--- src/rtl/mips_mc_ctrl.sv ---
`default_nettype none
// ============================================================================
// Module      : mips_mc_ctrl
// Description : Multicycle control unit for the MIPS-lite datapath. Sequences
//               each instruction through fetch/decode/execute/memory/write-back
//               states, drives every datapath strobe and mux select, and
//               counts retired instructions.
// Revision    : 1.0 - initial release
// ============================================================================
module mips_mc_ctrl #(
    parameter int ALU_OP_LENGTH = 3,
    parameter int CNT_W         = 32
) (
    input  logic                     clk,
    input  logic                     rst,
    input  logic [5:0]               opcode,
    input  logic [5:0]               funct,
    input  logic                     zero,
    output logic                     pc_we,
    output logic [1:0]               pc_src,
    output logic                     ir_we,
    output logic                     RegWrite,
    output logic                     Memwrite,
    output logic                     MemRead,
    output logic                     ALUsrc_mux,
    output logic                     RegDst,
    output logic                     Write_reg_mux,
    output logic                     extend_op,
    output logic [ALU_OP_LENGTH-1:0] alu_op,
    output logic                     instr_done,
    output logic                     illegal,
    output logic [CNT_W-1:0]         retired
);

    typedef enum logic [3:0] {
        S_FETCH     = 4'd0,
        S_DECODE    = 4'd1,
        S_EXEC_R    = 4'd2,
        S_WB_R      = 4'd3,
        S_EXEC_I    = 4'd4,
        S_WB_I      = 4'd5,
        S_EXEC_ADDR = 4'd6,
        S_MEM_RD    = 4'd7,
        S_WB_MEM    = 4'd8,
        S_MEM_WR    = 4'd9,
        S_BRANCH    = 4'd10,
        S_JUMP      = 4'd11,
        S_ILLEGAL   = 4'd12
    } state_t;

    localparam logic [ALU_OP_LENGTH-1:0] c_ALU_ADDU = ALU_OP_LENGTH'(0);
    localparam logic [ALU_OP_LENGTH-1:0] c_ALU_SUBU = ALU_OP_LENGTH'(1);
    localparam logic [ALU_OP_LENGTH-1:0] c_ALU_AND  = ALU_OP_LENGTH'(2);
    localparam logic [ALU_OP_LENGTH-1:0] c_ALU_OR   = ALU_OP_LENGTH'(3);
    localparam logic [ALU_OP_LENGTH-1:0] c_ALU_SLT  = ALU_OP_LENGTH'(4);
    localparam logic [ALU_OP_LENGTH-1:0] c_ALU_LUI  = ALU_OP_LENGTH'(5);

    localparam logic [5:0] c_OP_RTYPE = 6'h00;
    localparam logic [5:0] c_OP_J     = 6'h02;
    localparam logic [5:0] c_OP_BEQ   = 6'h04;
    localparam logic [5:0] c_OP_ADDIU = 6'h09;
    localparam logic [5:0] c_OP_ORI   = 6'h0D;
    localparam logic [5:0] c_OP_LUI   = 6'h0F;
    localparam logic [5:0] c_OP_LW    = 6'h23;
    localparam logic [5:0] c_OP_SW    = 6'h2B;

    state_t                     r_state;
    state_t                     w_next;
    logic [CNT_W-1:0]           r_retired;
    logic                       w_r_legal;
    logic [ALU_OP_LENGTH-1:0]   w_r_alu;
    logic [ALU_OP_LENGTH-1:0]   w_i_alu;
    logic                       w_i_ext;

    // Decode R-type funct and I-type opcode into ALU operation / extend mode
    always_comb begin
        w_r_legal = 1'b1;
        w_r_alu   = c_ALU_ADDU;
        case (funct)
            6'h21:   w_r_alu = c_ALU_ADDU;
            6'h23:   w_r_alu = c_ALU_SUBU;
            6'h24:   w_r_alu = c_ALU_AND;
            6'h25:   w_r_alu = c_ALU_OR;
            6'h2A:   w_r_alu = c_ALU_SLT;
            default: w_r_legal = 1'b0;
        endcase
        w_i_alu = c_ALU_LUI;
        w_i_ext = 1'b0;
        case (opcode)
            c_OP_ADDIU: begin w_i_alu = c_ALU_ADDU; w_i_ext = 1'b1; end
            c_OP_ORI:   begin w_i_alu = c_ALU_OR;   w_i_ext = 1'b0; end
            default:    begin w_i_alu = c_ALU_LUI;  w_i_ext = 1'b0; end
        endcase
    end

    // Next-state and Moore output decode; reset forces every output low
    always_comb begin
        w_next        = r_state;
        pc_we         = 1'b0;
        pc_src        = 2'd0;
        ir_we         = 1'b0;
        RegWrite      = 1'b0;
        Memwrite      = 1'b0;
        MemRead       = 1'b0;
        ALUsrc_mux    = 1'b0;
        RegDst        = 1'b0;
        Write_reg_mux = 1'b0;
        extend_op     = 1'b0;
        alu_op        = c_ALU_ADDU;
        instr_done    = 1'b0;
        illegal       = 1'b0;
        case (r_state)
            S_FETCH: begin
                ir_we  = 1'b1;
                pc_we  = 1'b1;
                w_next = S_DECODE;
            end
            S_DECODE: begin
                case (opcode)
                    c_OP_RTYPE:                   w_next = w_r_legal ? S_EXEC_R : S_ILLEGAL;
                    c_OP_ADDIU, c_OP_ORI, c_OP_LUI: w_next = S_EXEC_I;
                    c_OP_LW, c_OP_SW:             w_next = S_EXEC_ADDR;
                    c_OP_BEQ:                     w_next = S_BRANCH;
                    c_OP_J:                       w_next = S_JUMP;
                    default:                      w_next = S_ILLEGAL;
                endcase
            end
            S_EXEC_R: begin
                alu_op = w_r_alu;
                w_next = S_WB_R;
            end
            S_WB_R: begin
                alu_op     = w_r_alu;
                RegWrite   = 1'b1;
                RegDst     = 1'b1;
                instr_done = 1'b1;
                w_next     = S_FETCH;
            end
            S_EXEC_I: begin
                ALUsrc_mux = 1'b1;
                extend_op  = w_i_ext;
                alu_op     = w_i_alu;
                w_next     = S_WB_I;
            end
            S_WB_I: begin
                ALUsrc_mux = 1'b1;
                extend_op  = w_i_ext;
                alu_op     = w_i_alu;
                RegWrite   = 1'b1;
                instr_done = 1'b1;
                w_next     = S_FETCH;
            end
            S_EXEC_ADDR: begin
                ALUsrc_mux = 1'b1;
                extend_op  = 1'b1;
                w_next     = (opcode == c_OP_LW) ? S_MEM_RD : S_MEM_WR;
            end
            S_MEM_RD: begin
                ALUsrc_mux = 1'b1;
                extend_op  = 1'b1;
                MemRead    = 1'b1;
                w_next     = S_WB_MEM;
            end
            S_WB_MEM: begin
                ALUsrc_mux    = 1'b1;
                extend_op     = 1'b1;
                MemRead       = 1'b1;
                RegWrite      = 1'b1;
                Write_reg_mux = 1'b1;
                instr_done    = 1'b1;
                w_next        = S_FETCH;
            end
            S_MEM_WR: begin
                ALUsrc_mux = 1'b1;
                extend_op  = 1'b1;
                Memwrite   = 1'b1;
                instr_done = 1'b1;
                w_next     = S_FETCH;
            end
            S_BRANCH: begin
                alu_op     = c_ALU_SUBU;
                extend_op  = 1'b1;
                pc_src     = 2'd1;
                pc_we      = zero;
                instr_done = 1'b1;
                w_next     = S_FETCH;
            end
            S_JUMP: begin
                pc_we      = 1'b1;
                pc_src     = 2'd2;
                instr_done = 1'b1;
                w_next     = S_FETCH;
            end
            S_ILLEGAL: begin
                illegal = 1'b1;
                w_next  = S_FETCH;
            end
            default: w_next = S_FETCH;
        endcase
        if (rst) begin
            pc_we         = 1'b0;
            pc_src        = 2'd0;
            ir_we         = 1'b0;
            RegWrite      = 1'b0;
            Memwrite      = 1'b0;
            MemRead       = 1'b0;
            ALUsrc_mux    = 1'b0;
            RegDst        = 1'b0;
            Write_reg_mux = 1'b0;
            extend_op     = 1'b0;
            alu_op        = c_ALU_ADDU;
            instr_done    = 1'b0;
            illegal       = 1'b0;
        end
    end

    // State register and retired-instruction counter (wraps silently)
    always_ff @(posedge clk) begin
        if (rst) begin
            r_state   <= S_FETCH;
            r_retired <= '0;
        end else begin
            r_state <= w_next;
            if (instr_done) begin
                r_retired <= r_retired + CNT_W'(1);
            end
        end
    end

    assign retired = rst ? '0 : r_retired;

endmodule
`default_nettype wire

--- config.mk ---
export PLATFORM = sky130hd
export DESIGN_NAME = mips_mc_ctrl
export DESIGN_NICKNAME = d
export VERILOG_FILES = /design/src/rtl/mips_mc_ctrl.sv
export SDC_FILE = /design/constraint.sdc
export NUM_CORES = 1
export LEC_CHECK = 0
export CORE_MARGIN = 5
export CORE_UTILIZATION = 49
export CTS_BUF_LIST = sky130_fd_sc_hd__clkbuf_4 sky130_fd_sc_hd__clkbuf_8 sky130_fd_sc_hd__clkbuf_16
export DETAILED_ROUTE_END_ITERATION = 12
export GPL_TIMING_DRIVEN = 0
export PLACE_DENSITY = 0.81
export SLEW_MARGIN = 20
export SYNTH_ARGS = -nofsm -noshare
export SYNTH_HDL_FRONTEND = slang
export SYNTH_SLANG_ARGS = --single-unit
--- constraint.sdc ---
create_clock -name clk -period 2.08 [get_ports clk]
set_input_delay 0.208 -clock clk [delete_from_list [all_inputs] [get_ports clk]]
set_output_delay 0.208 -clock clk [all_outputs]
set_load 0.05 [all_outputs]
==> out/metrics.csv <==
metric;value;unit
status;completed;
Syn Area/Cell;7.45;um^2
CTS tree;yes;
Syn Std Cell Area;2340;um^2
Final setup viols;0;
asr flop ratio synth;0;%
share of cells above drive strength 1;15.7;%
Clock Path Buffers;2;
Synth area leader;dfxtp_1;
top cell type's share of synthesized area;30.8;%
wire per inst;14.0;um
Worst EP required;1.87;ns
Power Dens Cells;526;nW/um^2
total track usage;20.4;%
DR iter-0 viols;131;
cell breakdown of the critical path;clkdlybuf4s50_1 -> clkbuf_4 -> clkbuf_4 -> clkbuf_4 -> nor2_1 -> clkdlybuf4s15_2;
Post-DP HPWL;4480;um
fin crit share;95.5;%
DP Cell Count;428;
DP Area;3020;um^2
slowest CP cell;clkdlybuf4s50_1;
largest net degree at the start of global routing;12;
Overflow after GRT;0;
crit start category;primary input;
antenna violations before repair;0;
Design Power;1.63;mW
Critical Path Fanout Max;10;
number of enable flip-flop cells after synthesis;0;
gp weighted congestion;0.892;
Worst-path clk slew;0.07;ns
Die Y;79.1;um
Slew HR;66.6;%
core area;4690;um^2
io pins;63;
FP Rows;25;
final hold vios;0;
Max Used Layer;met4;
Hold Crit Class;in2reg;
critical path class;in2out;
final instance area;3100;um^2
Diodes inserted;0;
final wirelength;6100;um
# nets final;398;
CTS Sinks;36;
IO Port Bufs;60;
Leak;1.24;nW
Cells after Synth;314;
#FFs+latches synth;36;
Root Driver;clkbuf_8;
ys flop type;dfxtp_1;
register area share after synthesis;30.8;%
CTS buffer count;5;
most common cell in the netlist;nor2_1;
multi-input logic area;1540;um^2
syn nets;330;
RSZ-0062 raised after global routing;false;
Area growth syn-to-layout;32.6;%
Worst Max-Slew Pin Slew;0.504;ns
vias in the first global route;2361;
H-tree Lvls;2;
Worst path max stage delay;0.50;ns
Layout Cells excl Fill;437;
Max Cap Viol;0;
Slew Viols, Final;0;
Metal-1 WL;2580;um
filler cell count;419;
Netlist cell types;49;
antenna violation net count after detailed routing;0;
Residual DRC;0;
Initial Util;49.8;%
via count;2421;
width of the die;79.1;um
DR WL met3;404;um
WP buf/inv;5;
Crit. End Element;output pin;
first-pass GRT wire length;10500;um
Via density;5.54;
worst path arrival time;1.78;ns
Hold Slack;0.434;ns
Yosys warning count;0;
die area;6250;um^2
largest cells by area after synthesis;dfxtp_1 (31%), nor2b_1 (9.1%), nor2_1 (8.7%);
Clock Latency Late Sink;0.29;ns
Worst IR Drop VDD;249;uV
CP delay by family, top;buffers and inverters;
crit path time final;1.99;ns
most used cell, CP;clkbuf_4;
register area;723;um^2
Pre-Repair DR Iteration Count;5;
f_max;504;MHz
met2 wire len;3000;um
Setup Skew;0.00909;ns
top cells by count, synth;nor2_1 (54), dfxtp_1 (36), nor2b_1 (34);
logic make-up after synthesis:
logic type	count (synthesis)	share of synthesized area (%)
adder cells (fa/ha/maj)	1	0.535
XOR/XNOR	23	8.61
buffers and inverters	27	4.66
AO/OA/AOI/OAI	40	11.0
AND/OR/NAND/NOR	183	42.6
multiplexers	4	1.82
flip-flops	36	30.8
registers in the layout, summed over array words and instances (netlist names):
signal,flops
r_retired,32
r_state,4
final cells by class:
class | instances | area share [%]
Multi-Input combinational cell | 251 | 49.7
Timing Repair Buffer | 62 | 17.1
Clock inverter | 2 | 1.13
Buffer | 19 | 3.31
Sequential cell | 36 | 23.3
Clock buffer | 6 | 2.46
Tap cell | 54 | 2.18
Inverter | 7 | 0.847
placed cells by master, fill, tap and decap left out, drive strengths merged, types with 2 or more instances in the layout:
cell type       n
a21oi          15
and3            2
buf            13
clkbuf         28
clkdlybuf4s15   7
clkdlybuf4s50  12
dfxtp          36
dlygate4sd2    27
inv             7
mux2            2
mux2i           2
nand2          19
nand2b         10
nand3          16
nand3b          2
nand4          13
nor2           54
nor2b          34
nor3           10
nor4            6
o211ai          2
o21ai           8
or3             7
or4             3
xnor2           9
xor2           14
metal layers:
metal  up-vias  GRT usage [%]
met5         -              0
met2        89           35.5
li1       1225              -
met4         0           7.39
met3        13           5.22
met1      1094           24.2
final timing paths:
path	start	end	slack, ns	cells past startpoint
worst max register to register	r_retired[6]	r_retired[19]	0.17	6
worst max-delay path	rst	retired[11]	0.09	6
worst min register to register	r_retired[31]	r_retired[31]	0.49	2
worst min-delay path	opcode[2]	r_state[3]	0.43	3
tightest hold or removal path: cells and delay by family:
kind,cells,cell delay (ns)
buf+inv,1,0.26
simple gates,1,0.10
compound gates,1,0.10
where the power goes:
part / internal, mW / total (mW) / switching, mW
Clock: 0.369 / 0.622 / 0.254
Sequential: 0.700 / 0.717 / 0.0174
Combinational: 0.104 / 0.291 / 0.187
Total: 1.17 / 1.63 / 0.458
through the flow:
stage,setup slack (ns),utilization (%),TNS [ns]
after global placement,-0.944,64.5,-24.23
after global routing,0.00180,66.1,0
final,0.0943,66.1,0
after detailed placement,-0.965,64.5,-26.20
after floorplan,0.0738,-,0
after CTS,-0.0131,66.4,-0.0131
repair_timing:
action,CTS,global route
pin swaps,1,1
buffers inserted,0,2
endpoints found under the setup margin,60,55
gates resized for setup,108,35
hold buffers,0,0
No activity file was read; power rests on OpenSTA's default activity.
